===== src/rtl/scoreboard.sv =====
// Register scoreboard: one saturating pending-write counter per architectural
// register, raised on issue and lowered on ALU/LSU writeback.
module scoreboard #(
  parameter int unsigned NREGS  = 32,
  parameter int unsigned RFADDR = 5,
  parameter int unsigned CNTW   = 2
) (
  input  logic              clk_i,
  input  logic              rst_ni,
  input  logic [RFADDR-1:0] query_1_i,
  input  logic [RFADDR-1:0] query_2_i,
  output logic              query_answer_1_o,
  output logic              query_answer_2_o,
  input  logic [RFADDR-1:0] commit_i,
  output logic              commit_ready_o,
  input  logic              alu_wb_valid_i,
  input  logic [RFADDR-1:0] alu_wb_addr_i,
  input  logic              lsu_wb_valid_i,
  input  logic [RFADDR-1:0] lsu_wb_addr_i,
  input  logic              flush_i,
  output logic [NREGS-1:0]  busy_o,
  output logic              idle_o,
  output logic              err_o
);

  localparam int unsigned CMAX = (1 << CNTW) - 1;
  localparam int unsigned NETW = CNTW + 2;

  logic [CNTW-1:0]  r_cnt [NREGS];
  logic [CNTW-1:0]  w_nxt [NREGS];
  logic             r_err;
  logic             w_err;
  logic [NREGS-1:0] w_busy;
  logic [NREGS-1:0] w_full;
  logic             w_inc;
  logic [1:0]       w_dec;
  logic [NETW-1:0]  w_sum;

  // Net delta per register, biased by +2 so underflow stays non-negative
  always_comb begin
    w_err    = 1'b0;
    w_inc    = 1'b0;
    w_dec    = 2'd0;
    w_sum    = '0;
    w_nxt[0] = '0;
    for (int unsigned r = 1; r < NREGS; r++) begin
      w_inc = (commit_i == RFADDR'(r));
      w_dec = 2'({1'b0, alu_wb_valid_i && (alu_wb_addr_i == RFADDR'(r))}) +
              2'({1'b0, lsu_wb_valid_i && (lsu_wb_addr_i == RFADDR'(r))});
      w_sum = NETW'(r_cnt[r]) + NETW'(w_inc) + NETW'(2) - NETW'(w_dec);
      if (w_sum < NETW'(2)) begin
        w_nxt[r] = '0;
        w_err    = 1'b1;
      end else if (w_sum > NETW'(CMAX + 2)) begin
        w_nxt[r] = CNTW'(CMAX);
        w_err    = 1'b1;
      end else begin
        w_nxt[r] = CNTW'(w_sum - NETW'(2));
      end
    end
  end

  always_ff @(posedge clk_i or negedge rst_ni) begin
    if (!rst_ni) begin
      for (int unsigned r = 0; r < NREGS; r++) r_cnt[r] <= '0;
      r_err <= 1'b0;
    end else if (flush_i) begin
      for (int unsigned r = 0; r < NREGS; r++) r_cnt[r] <= '0;
      r_err <= 1'b0;
    end else begin
      for (int unsigned r = 0; r < NREGS; r++) r_cnt[r] <= w_nxt[r];
      r_err <= w_err;
    end
  end

  always_comb begin
    w_busy = '0;
    w_full = '0;
    for (int unsigned r = 1; r < NREGS; r++) begin
      w_busy[r] = (r_cnt[r] != '0);
      w_full[r] = (r_cnt[r] == CNTW'(CMAX));
    end
  end

  assign query_answer_1_o = w_busy[query_1_i];
  assign query_answer_2_o = w_busy[query_2_i];
  assign commit_ready_o   = (commit_i == '0) || !w_full[commit_i];
  assign busy_o           = w_busy;
  assign idle_o           = (w_busy == '0);
  assign err_o            = r_err;

endmodule

===== config.mk =====
export PLATFORM = sky130hd
export DESIGN_NAME = scoreboard
export DESIGN_NICKNAME = d
export VERILOG_FILES = /design/src/rtl/scoreboard.sv
export SDC_FILE = /design/constraint.sdc
export NUM_CORES = 1
export LEC_CHECK = 0
export ABC_AREA = 1
export ABC_CLOCK_PERIOD_IN_PS = 3180
export CORE_MARGIN = 2
export CORE_UTILIZATION = 44
export CTS_BUF_LIST = sky130_fd_sc_hd__clkbuf_4
export DETAILED_ROUTE_END_ITERATION = 10
export PLACE_DENSITY_LB_ADDON = 0.3
export SLEW_MARGIN = 20
export SYNTH_ARGS = -nofsm -noshare
export SYNTH_HDL_FRONTEND = slang
export SYNTH_SLANG_ARGS = --single-unit

===== constraint.sdc =====
create_clock -name clk_i -period 3.18 [get_ports clk_i]
set_input_delay 0.795 -clock clk_i [delete_from_list [all_inputs] [get_ports clk_i]]
set_output_delay 0.795 -clock clk_i [all_outputs]
set_load 0.01 [all_outputs]

Word level (Yosys, flattened, before mapping)
Cells that the tools add are included.
{"block": "word_totals", "romBits": 0, "mem_bits_rw": 0, "out_inout_bits": 37, "mem_count": 0, "latchBits": 0, "input_bits": 30, "regBits": 63, "word_cells": 605}
{"block": "classes", "n_div": 0, "n_reduce_logical": 97, "order_cmp": 65, "n_eq_ne": 124, "addsub": 155, "n_shift": 0, "bitwise_logic": 0, "n_mul": 0, "n_mux": 132}
{"operator": "5-bit == test, second input constant", "count": 48}
{"operator": "3-bit by 2-bit adder with 4-bit output, second input constant", "count": 31}
{"operator": "4-bit by 3-bit > comparator with 1-bit output, second input constant", "count": 31}
{"operator": "4-bit by 2-bit < comparator with 1-bit output, second input constant", "count": 31}
{"operator": "2-bit 2-to-1 mux", "count": 62}
{"operator": "4-bit by 2-bit subtractor with 4-bit output", "count": 31}
{"operator": "5-bit by 4-bit == test with 1-bit output, second input constant", "count": 24}
{"operator": "2-bit by 1-bit adder with 3-bit output", "count": 31}
{"operator": "1-bit 2-to-1 mux", "count": 66}
{"operator": "1-bit by 1-bit adder with 2-bit output", "count": 31}
{"operator": "2-bit == test, second input constant", "count": 31}
{"operator": "1-bit logical AND", "count": 62}
{"operator": "62-bit 2-to-1 mux", "count": 1}
{"operator": "2-bit nonzero test", "count": 31}
{"operator": "2-bit subtractor, second input constant", "count": 31}
{"operator": "5-bit by 3-bit == test with 1-bit output, second input constant", "count": 12}
{"operator": "32-bit logical NOT", "count": 1}
{"operator": "5-bit by 2-bit == test with 1-bit output, second input constant", "count": 6}
{"operator": "5-bit by 6-bit < comparator with 1-bit output, second input constant", "count": 3}
{"operator": "1-bit binary-select mux with 5-bit select", "count": 3}
{"operator": "5-bit by 1-bit == test with 1-bit output, second input constant", "count": 3}
{"operator": "5-bit logical NOT", "count": 1}
{"operator": "1-bit logical NOT", "count": 1}
{"operator": "1-bit logical OR", "count": 1}

Logic depth before layout (Yosys ltp)
{"block": "depth", "word_depth": 68, "mapped_depth": 17, "ltp_nobuf": 17}

Worst setup path before layout
OpenSTA, ideal clock, no wires.
{"block": "synth_timing", "path_kind": "input to register", "from": "in lsu_wb_valid_i", "to": "reg r_err (netlist: err_o)", "t_required_ps": 3048, "path_slack_ps": -181, "path_buffers": 1, "setup_ps": 132, "path_stages": 15, "t_arrival_ps": 3229, "cell_sequence": "inv_1 nor2_1 clkbuf_1 nand2_1 fa_1 ha_1 fa_1 inv_1 ha_1 nand2_1 nand3b_1 nor2_1 nand2_1 nor2_1 nor2_1"}
{"block": "synth_via", "elab_chain_cells": 67, "word_cells_on_any_way": 218, "classes_between": "add/sub (62); order compare (62); mux (63); reduce/logical (31)"}
{"item": "start: declaration", "line": "18", "text": "input logic lsu_wb_valid_i,"}
{"item": "1-bit logical AND", "line": "49", "text": "2'({1'b0, lsu_wb_valid_i && (lsu_wb_addr_i == RFADDR'(r))});"}
{"item": "1-bit by 1-bit adder with 2-bit output", "line": "48", "text": "w_dec = 2'({1'b0, alu_wb_valid_i && (alu_wb_addr_i == RFADDR'(r))}) +"}
{"item": "4-bit by 2-bit subtractor with 4-bit output", "line": "50", "text": "w_sum = NETW'(r_cnt[r]) + NETW'(w_inc) + NETW'(2) - NETW'(w_dec);"}
{"item": "4-bit by 3-bit > comparator with 1-bit output", "line": "54", "text": "end else if (w_sum > NETW'(CMAX + 2)) begin"}
{"item": "1-bit 2-to-1 mux", "line": "54"}
{"item": "1-bit 2-to-1 mux", "line": "51", "text": "if (w_sum < NETW'(2)) begin"}
{"item": "1-bit 2-to-1 mux", "line": "54"}
{"item": "1-bit 2-to-1 mux", "line": "51"}
{"item": "(+51 left out)"}
{"item": "1-bit 2-to-1 mux", "line": "51"}
{"item": "1-bit 2-to-1 mux", "line": "54"}
{"item": "1-bit 2-to-1 mux", "line": "51"}
{"item": "1-bit 2-to-1 mux", "line": "54"}
{"item": "1-bit 2-to-1 mux", "line": "51"}
{"item": "1-bit 2-to-1 mux", "line": "54"}
{"item": "1-bit 2-to-1 mux *", "line": "51"}
{"item": "1-bit 2-to-1 mux *", "line": "67", "text": "end else if (flush_i) begin"}
{"item": "end signal: assignment", "line": "72", "text": "r_err <= w_err;"}
{"item": "end: declaration", "line": "31", "text": "logic r_err;"}
Mark *: on every way between the ends. The rest lies on a longest branch, timed or not.

Worst setup path in the final report
{"block": "layout_timing", "from": "in lsu_wb_addr_i[3]", "to": "reg r_err (netlist: err_o)"}
{"block": "layout_via", "elab_chain_cells": 68, "word_cells_on_any_way": 249, "classes_between": "add/sub (62); order compare (62); eq/ne (31); mux (63); reduce/logical (31)"}
{"item": "start: declaration", "line": "19", "text": "input logic [RFADDR-1:0] lsu_wb_addr_i,"}
{"item": "5-bit by 1-bit == test with 1-bit output", "line": "49"}
{"item": "1-bit logical AND", "line": "49"}
{"item": "1-bit by 1-bit adder with 2-bit output", "line": "48"}
{"item": "4-bit by 2-bit subtractor with 4-bit output", "line": "50"}
{"item": "4-bit by 3-bit > comparator with 1-bit output", "line": "54"}
{"item": "1-bit 2-to-1 mux", "line": "54"}
{"item": "1-bit 2-to-1 mux", "line": "51"}
{"item": "1-bit 2-to-1 mux", "line": "54"}
{"item": "(+52 left out)"}
{"item": "1-bit 2-to-1 mux", "line": "51"}
{"item": "1-bit 2-to-1 mux", "line": "54"}
{"item": "1-bit 2-to-1 mux", "line": "51"}
{"item": "1-bit 2-to-1 mux", "line": "54"}
{"item": "1-bit 2-to-1 mux", "line": "51"}
{"item": "1-bit 2-to-1 mux", "line": "54"}
{"item": "1-bit 2-to-1 mux *", "line": "51"}
{"item": "1-bit 2-to-1 mux *", "line": "67"}
Marked as above.

==> results.tsv <==
stage	metric	value	unit
logic_synthesis	xor-xnor portion of the synthesized cell area	0	
logic_synthesis	cell taking the most area after synthesis	dfrtp_1	
logic_synthesis	main combinational cell family by area after synthesis	simple AND/OR/NAND/NOR gates	
die	die width	127	um
run_status	failing checks	negative setup slack	
finish	nets@finish	1303	
finish	final std cells w/o fill	1372	
sta	max-slew violations	0	
drt	Detail Route Antenna Nets	0	
sta	final hold violation count	0	
global_route	initial antenna violation count	1	
die	Top Ports	67	
sta	fin crit period	3.26	ns
logic_synthesis	multiplexer share of the synthesized area	0	
drt	Residual DRC	0	
sta	RSZ-0062 raised after global routing	true	
logic_synthesis	number of flops mapped to enable cells by yosys	0	
drt	Avg Vias per Cell	5.12	
sta	Highest Clock Rate	0.307	GHz
sta	WHS	0.338	ns
drt	Vias	7020	
finish	most frequent cells in the layout	nand2_1, nor2_1, buf_4, inv_1, dfrtp_1	
sta	final cycle utilization of the critical path	1.03	
global_route	vias in the first global route	6779	
clock_tree	maximum buffer depth of the clock tree	2	
logic_synthesis	ys async rst share	1.00	
placed_design	number of I/O port buffers	65	
setup_path	Setup CP Type	in -> reg	
die	die area	0.0162	mm2
die	# rows	45	
logic_synthesis	Synth area leaders	dfrtp_1, fa_1, nand2_1	
die	die span in y	127	um
placed_design	gpl congestion	1.02	
drt	DR iter-0 viols	497	
clock_tree	clock sinks	63	
finish	area delta synth->final	41.4	%
setup_path	CP Capture Type	flop	
logic_synthesis	top_reg_cell synth	dfrtp_1	
setup_path	Critical Path RT	3.51	ns
setup_path	reg2reg start	r_cnt[60]	
pwr	Pleak	0.00492	uW
placed_design	Placed Cells	1339	
pwr	Tot Pwr	2370	uW
die	core area	0.0150	mm2
logic_synthesis	post-synth cell types	33	
die	starting density of the core	0.445	
sta	Max transition margin	0.516	
clock_tree	clk root buf	clkbuf_4	
global_route	global-route wire length before repair	35300	um
placed_design	worst slack, placed	-1.14	ns
logic_synthesis	Yosys Warn Count	0	
clock_tree	hold buffer count at cts	0	
logic_synthesis	area fraction of the dominant cell type after synthesis	0.236	
clock_tree	total CTS buffers	9	
sta	setup ws final	-0.0803	ns
global_route	GR Overflow Total	0	
logic_synthesis	syn avg cell area	6.96	um2
setup_path	Worst R2R End	err_o	
setup_path	Worst Path Max Fanout	4	
finish	proportion of layout cells with a drive suffix above 1	0.303	
drt	TritonRoute pass-1 iters	5	
logic_synthesis	Mapped Area	0.00668	mm2
run_status	outcome	finished, violations left	
logic_synthesis	Seq/Total Area, Yosys	0.236	
pwr	Power Density	250	mW/mm2
sta	Slew @ Worst Pin	0.726	ns
finish	most common cell after layout, fill and taps aside	nand2_1	
pwr	worst vdd ir	0.174	mV
logic_synthesis	area share of and/or/nand/nor cells after synthesis	0.352	
logic_synthesis	Gate Count Post-Synth	961	
global_route	pin count of the biggest net entering global routing	64	
clock_tree	worst skew pair latency	0.45	ns
hold_path	min-delay worst type	in -> async	
sta	setup violators final	1	
clock_tree	Worst-path clk slew	0.14	ns
logic_synthesis	FF+latch count, synth	63	
global_route	total track usage	0.285	
setup_path	Worst Path Arrival	3.59	ns
placed_design	post-DP HPWL	18200	um
sta	Final Skew	0.0196	ns
setup_path	Worst R2R Path Depth	10	
drt	wire per inst	16.5	um
clock_tree	CTS tree	yes	
setup_path	Setup crit start kind	input port	
logic_synthesis	Post-Syn Nets	1086	
logic_synthesis	post-synthesis compound-gate area fraction	0.0528	
clock_tree	H-tree Lvls	3	
run	max_cap viols	0	
drt	Routed WL	22700	um
logic_synthesis	adder-cell share of the synthesized area	0.247	
setup_path	Reg2Reg Setup Slack	1.06	ns
## worst max-delay path by stage
stage	start	to	depth (start not counted)
finish	lsu_wb_addr_i[3]	err_o	17
global route	lsu_wb_addr_i[1]	err_o	19
CTS	commit_i[1]	err_o	18
detailed placement	alu_wb_addr_i[1]	err_o	18
global placement	alu_wb_addr_i[1]	err_o	18
floorplan	commit_i[0]	err_o	16
## routing by layer
metal	vias to the layer above	track usage	part of all wire
li1	3373	-	-
met1	3269	0.373	0.41
met2	306	0.472	0.47
met3	72	0.0419	0.068
met4	0	0.132	0.047
met5	-	0	0
## per-stage QoR
stage | util | TNS [ns] | instance area, um2
after floorplan | - | -0.0566 | 6690
after global placement | 0.575 | -21.92 | 8650
after detailed placement | 0.575 | -23.04 | 8650
after CTS | 0.603 | -0.194 | 9060
after global routing | 0.628 | -0.157 | 9450
final | 0.628 | -0.0803 | 9450
## cells by family (layout without fill, tap and decap cells)
family | count (synthesis) | after routing
simple gates | 554 | 554
buf+inv | 181 | 403
fa+ha+maj | 95 | 95
compound gates | 67 | 67
flops | 63 | 63
other cells | 1 | 2
## flip-flops by register name, summed over array words and instances (netlist names)
register,cells
err_o,1
r_cnt,62
## cell usage after synthesis, types with 3 or more instances
cell type	instances
a211oi_1	7
a21oi_1	18
buf_4	3
buf_6	3
clkbuf_1	13
dfrtp_1	63
fa_1	62
ha_1	33
inv_1	153
inv_2	4
inv_4	3
nand2_1	244
nand2_4	3
nand3_1	49
nand4_1	8
nor2_1	201
nor2_2	3
nor2_8	3
nor3_1	22
nor3b_1	3
nor4_1	4
o21ai_0	41
or2_1	3
or2_2	5
## area by class of cell
cell class,count,area [um2]
Tap cell,188,235
Fill cell,1320,5590
Antenna cell,1,2.50
Inverter,161,634
Clock buffer,9,67.6
Timing Repair Buffer,226,1980
Multi-Input combinational cell,717,4850
Sequential cell,63,1580
Clock inverter,7,96.3
## report_power, final
group,switching [uW],internal [uW],total [uW]
registers,26.1,828,854
logic,476,367,842
clock network,351,319,670
total,852,1510,2370
## critical path: stages
cell and delay (ns):
buf_4 0.14, nor2_1 0.18, inv_1 0.17, nor2_2 0.14, nand2_1 0.10, fa_1 0.56, ha_1 0.15, inv_1 0.05
fa_1 0.52, buf_4 0.12, o21ai_1 0.06, nor2_1 0.13, nand3_1 0.11, nor2_2 0.14, nand2_2 0.06, nor2_1 0.10
nor2_1 0.05
## what timing repair did
action,in CTS,in global routing
endpoints found under the setup margin,25,12
pin swaps,36,82
gates resized for setup,96,182
buffers inserted,7,13
endpoints found under the hold margin,0,0
Power figures use the tool's default switching activity.
